==> src/rtl/booth_r4_mul.sv <==
// Radix-4 (modified) Booth sequential multiplier: one Booth digit (two multiplier bits) per clock.
// Signed or unsigned operands, start/busy/done handshake, registered 2W-bit product.
module booth_r4_mul #(
   parameter  int W  = 8,
   localparam int CW = $clog2(W/2+2)
) (
   input  logic           clk,
   input  logic           reset,
   input  logic           start,
   input  logic           mode_signed,
   input  logic [W-1:0]   op_m,
   input  logic [W-1:0]   op_q,
   output logic           busy,
   output logic           done,
   output logic [2*W-1:0] product
);

   if ((W % 2) != 0 || W < 4) begin : g_bad_width
      $error("booth_r4_mul: W must be even and >= 4");
   end

   // Handshake: start is accepted on a rising edge only in IDLE or DONE; done pulses for
   // exactly one cycle when product is valid, and product holds until the next completion.
   typedef enum logic [1:0] {IDLE, CALC, DONE} state_t;

   state_t          state;
   logic [W+1:0]    m_reg;
   logic [W+1:0]    a_reg;
   logic [W+1:0]    q_reg;
   logic            q_1;
   logic [CW-1:0]   cnt;
   logic            sgn;

   logic [2:0]      digit;
   logic [W+1:0]    m2;
   logic [W+1:0]    addend;
   logic            sub;
   logic [W+1:0]    a_sum;
   logic [W+1:0]    a_next;
   logic [W+1:0]    q_next;
   logic [2*W-1:0]  prod_next;
   logic [W+1:0]    m_ext;
   logic [W+1:0]    q_ext;

   assign digit = {q_reg[1:0], q_1};
   assign m2    = {m_reg[W:0], 1'b0};

   always_comb begin
      addend = '0;
      sub    = 1'b0;
      case (digit)
         3'b001, 3'b010: addend = m_reg;
         3'b011:         addend = m2;
         3'b100: begin
            addend = m2;
            sub    = 1'b1;
         end
         3'b101, 3'b110: begin
            addend = m_reg;
            sub    = 1'b1;
         end
         default:        addend = '0;
      endcase
   end

   always_comb begin
      a_sum  = sub ? (a_reg - addend) : (a_reg + addend);
      a_next = {{2{a_sum[W+1]}}, a_sum[W+1:2]};
      q_next = {a_sum[1:0], q_reg[W+1:2]};
      // Signed mode runs one digit fewer, so the product ends two bits higher in {A,Q}.
      if (sgn) prod_next = {a_next[W-1:0], q_next[W+1:2]};
      else     prod_next = {a_next[W-3:0], q_next};
   end

   assign m_ext = mode_signed ? {{2{op_m[W-1]}}, op_m} : {2'b00, op_m};
   assign q_ext = mode_signed ? {{2{op_q[W-1]}}, op_q} : {2'b00, op_q};

   always_ff @(posedge clk) begin
      if (reset) begin
         state   <= IDLE;
         m_reg   <= '0;
         a_reg   <= '0;
         q_reg   <= '0;
         q_1     <= 1'b0;
         cnt     <= '0;
         sgn     <= 1'b0;
         busy    <= 1'b0;
         done    <= 1'b0;
         product <= '0;
      end else begin
         done <= 1'b0;
         case (state)
            IDLE, DONE: begin
               if (start) begin
                  m_reg <= m_ext;
                  a_reg <= '0;
                  q_reg <= q_ext;
                  q_1   <= 1'b0;
                  sgn   <= mode_signed;
                  cnt   <= mode_signed ? CW'(W/2) : CW'(W/2+1);
                  busy  <= 1'b1;
                  state <= CALC;
               end else begin
                  state <= IDLE;
               end
            end
            CALC: begin
               a_reg <= a_next;
               q_reg <= q_next;
               q_1   <= q_reg[1];
               cnt   <= cnt - CW'(1);
               if (cnt == CW'(1)) begin
                  product <= prod_next;
                  done    <= 1'b1;
                  busy    <= 1'b0;
                  state   <= DONE;
               end
            end
            default: state <= IDLE;
         endcase
      end
   end

endmodule

==> config.mk <==
export PLATFORM = sky130hd
export DESIGN_NAME = booth_r4_mul
export DESIGN_NICKNAME = d
export VERILOG_FILES = /design/src/rtl/booth_r4_mul.sv
export SDC_FILE = /design/constraint.sdc
export NUM_CORES = 1
export LEC_CHECK = 0
export BUFFER_PORTS_ARGS = -buffer_cell sky130_fd_sc_hd__buf_2
export CORE_MARGIN = 1.5
export CORE_UTILIZATION = 28
export CTS_CLUSTER_DIAMETER = 40
export CTS_CLUSTER_SIZE = 10
export DETAILED_ROUTE_END_ITERATION = 10
export PLACE_DENSITY_LB_ADDON = 0.3
export SYNTH_ARGS = -nofsm -noshare
export SYNTH_HDL_FRONTEND = slang
export SYNTH_SLANG_ARGS = --single-unit
==> constraint.sdc <==
create_clock -name clk -period 4.3 [get_ports clk]
set_clock_uncertainty 0.15 [all_clocks]
set_input_delay 0.43 -clock clk [delete_from_list [all_inputs] [get_ports clk]]
set_output_delay 0.43 -clock clk [all_outputs]
set_load 0.02 [all_outputs]
==> run_results.csv <==
group,metric,value,unit
outcome,status,"completed",
routing,vias,2674,
synthesis,synth.avg_cell_area,8.250,um2
finish,areaGrowthSynthToFinish,13.98,%
sta,period_needed,4.082,ns
synthesis,yosys_warnings,0,
critical_path,path_max_fanout,17,
global_routing,grt_max_degree,54,
synthesis,synthCells,357,
synthesis,postSynth.asyncResetShare,0,%
floorplan,floorplan.initialDensity,28.66,%
sta,maxSlewViolCount,0,
place,io_buffers,37,
sta,timing.setup.tns,0,ns
critical_path,crit_path_end_kind,"flop",
cts,cts_hold_buffers,0,
synthesis,synth-seq-cells,52,
global_routing,grt_usage,13.69,%
cts,numCtsBuffers,5,
critical_path,worstPathArrival,4.17,ns
cts,cts_tree,"done",
finish,final_cell_mix,"52 x dfxtp_1, 40 x nand2_1, 39 x nor2_1",
sta,worstMarginPinSlew,1.003,ns
sta,timing.final.crit_share,94.93,%
floorplan,die_area,0.01114,mm2
synthesis,synth_top_area_share,35.34,%
routing,wl_met1,3675,um
critical_path,cp-start-kind,"flop",
place,hpwl,5312,um
synthesis,synthDistinctLibCells,51,
synthesis,synth.area.top_cells,"dfxtp_1 35%, ha_1 6.8%, a21oi_1 6.1%",
sta,max_slew_margin,33.15,%
global_routing,grt_pass1_vias,2447,
cts,cts-root-buf,"clkbuf_8",
finish,layout_commonest_cell,"dfxtp_1",
min_path,hold_path.class,"in2reg",
sta,grt_setup_unrepaired,"no",
critical_path,rr_endpoint,"product[15]",
global_routing,grt_pass1_wl,12290,um
critical_path,crit_type,"reg2reg",
cts,max-clock-path-buffers,2,
synthesis,yosys.area.top_type,"dfxtp_1",
routing,wl_per_cell,14.30,um
cts,clkLatencyLatePin,0.31,ns
floorplan,fp.dieW,105.6,um
finish,antennaDiodeCount,0,
critical_path,rrSetupSlack,0.22,ns
sta,clock.fmax,0.2450,GHz
synthesis,synth_area,0.002945,mm2
cts,h-tree-depth,2,
routing,dr.max_layer_used,"met4",
finish,largest_reg_flops,16,
sta,hold_violations,0,
critical_path,cp-startpoint,"q_reg[0]",
routing,drc,0,
synthesis,synth_edf_count,0,
floorplan,die_y,105.6,um
finish,num-nets-final,422,
critical_path,r2r_cells,16,
routing,wl_met3,329,um
sta,finalSetupViolCount,0,
cts,clkTransAtPathRegs,0.11,ns
power,p_leak,1.315,nW
power,ir_drop,167.5,uV
place,place_congestion,0.8504,
sta,setup_slack,0.2179,ns
cts,clock-sinks,52,
routing,via_per_inst,5.123,
floorplan,core_region_area,0.01028,mm2
finish,fillers,1123,
floorplan,ios,38,
synthesis,syn_nets,394,
finish,layout-drive-gt1-share,16.06,%
critical_path,r2r-start,"q_reg[0]",
critical_path,endpoint,"product[15]",
cts,ctsResizeCount,0,
routing,drt_iter0_markers,183,
power,pwr_density_cell,479.3,mW/mm2
routing,wl,7464,um
synthesis,seq_area_frac_synth,35.34,%
min_path,worstHoldStart,"op_m[6]",
routing,route.met2.wl,3335,um
critical_path,critical_path_required,4.38,ns
place,post-place-ws,0.2189,ns
routing,dr.pass1.iters,4,
global_routing,gr-total-overflow,0,
job,drv_cap,0,
synthesis,synthFlopType,"dfxtp_1",
global_routing,antenna_found_initial,0,
power,power,1.609,mW
cts,cts_setup_buffers,0,
routing,drtAntennaViolNets,0,
floorplan,std_cell_rows,37,
-- logic make-up (layout without fill, tap and decap cells) --
logic type      count (synthesis)  in the layout  synth area share (%)
compound gates                115            115                 27.44
simple gates                  113            113                 17.04
flops                          52             52                 35.34
buf+inv                        35             64                 4.715
fa+ha+maj                      17             17                 7.477
xor+xnor                       13             13                 3.866
mux                            12             12                 4.121
-- per-layer routing --
layer,global-route usage (%),vias up
met5,0,-
met4,4.247,0
met3,2.350,9
met2,21.43,59
met1,19.19,1262
li1,-,1344
-- cell type report --
| type | instances | area [um2] | area share [%] |
|---|---|---|---|
| Tap cell | 136 | 170.2 | 5.069 |
| Clock buffer | 5 | 68.82 | 2.050 |
| Sequential cell | 52 | 1041 | 31.01 |
| Timing Repair Buffer | 44 | 237.7 | 7.082 |
| Multi-Input combinational cell | 270 | 1772 | 52.78 |
| Clock inverter | 3 | 22.52 | 0.6709 |
| Inverter | 12 | 45.04 | 1.342 |
-- through the flow --
step / cell area (um2) / instances / hold slack (ns) / util [%]
2_1_floorplan: 2945 / 357 / 0.2955 / -
3_3_place_gp: 3259 / 514 / 0.3021 / 31.71
3_5_place_dp: 3259 / 514 / 0.3101 / 31.71
4_1_cts: 3351 / 522 / 0.1861 / 32.60
5_1_grt: 3357 / 522 / 0.1921 / 32.66
6_report: 3357 / 522 / 0.1927 / 32.66
-- worst min path at each step --
stage | cells past startpoint | end | slack [ns]
finish | 3 | m_reg[6] | 0.19
CTS | 3 | m_reg[6] | 0.19
floorplan | 1 | cnt[2] | 0.30
detailed placement | 2 | product[8] | 0.31
global route | 3 | m_reg[5] | 0.19
global placement | 2 | product[8] | 0.30
-- critical path, stage by stage, from the launching register on --
cell and delay [ns]:
dfxtp_1 0.39, inv_1 0.08, ha_1 0.21, mux2_4 0.34, a22oi_1 0.24, ha_2 0.26, nand2_1 0.06, a221oi_1 0.21
nor2_1 0.08, xor2_1 0.18, ha_1 0.24, or3_1 0.39, nand2b_1 0.17, or3_1 0.35, a2111oi_2 0.33, a2111oi_1 0.10
a211oi_1 0.23
-- power breakdown --
group          total, mW  leakage, nW  internal [mW]  switching (mW)
clock network      0.295       0.0485          0.117           0.178
logic              0.748        0.841          0.318           0.430
registers          0.565        0.425          0.526          0.0395
total               1.61         1.31          0.962           0.647
-- cells in the mapped netlist (all sizes together) (2+ instances only) --
cell type	n
dfxtp	52
nand2	40
nor2	39
a21oi	36
a22oi	22
clkbuf	21
ha	16
a211oi	14
inv	12
mux2i	11
o21ai	11
xor2	7
nor3	6
xnor2	6
nand2b	5
or3	5
a21o	4
nand3	4
nor2b	4
a31oi	3
nor4	3
or2	3
a2111oi	2
a41oi	2
buf	2
o2111a	2
o21a	2
o21ba	2
o22ai	2
(Power assumes the default switching activity.)
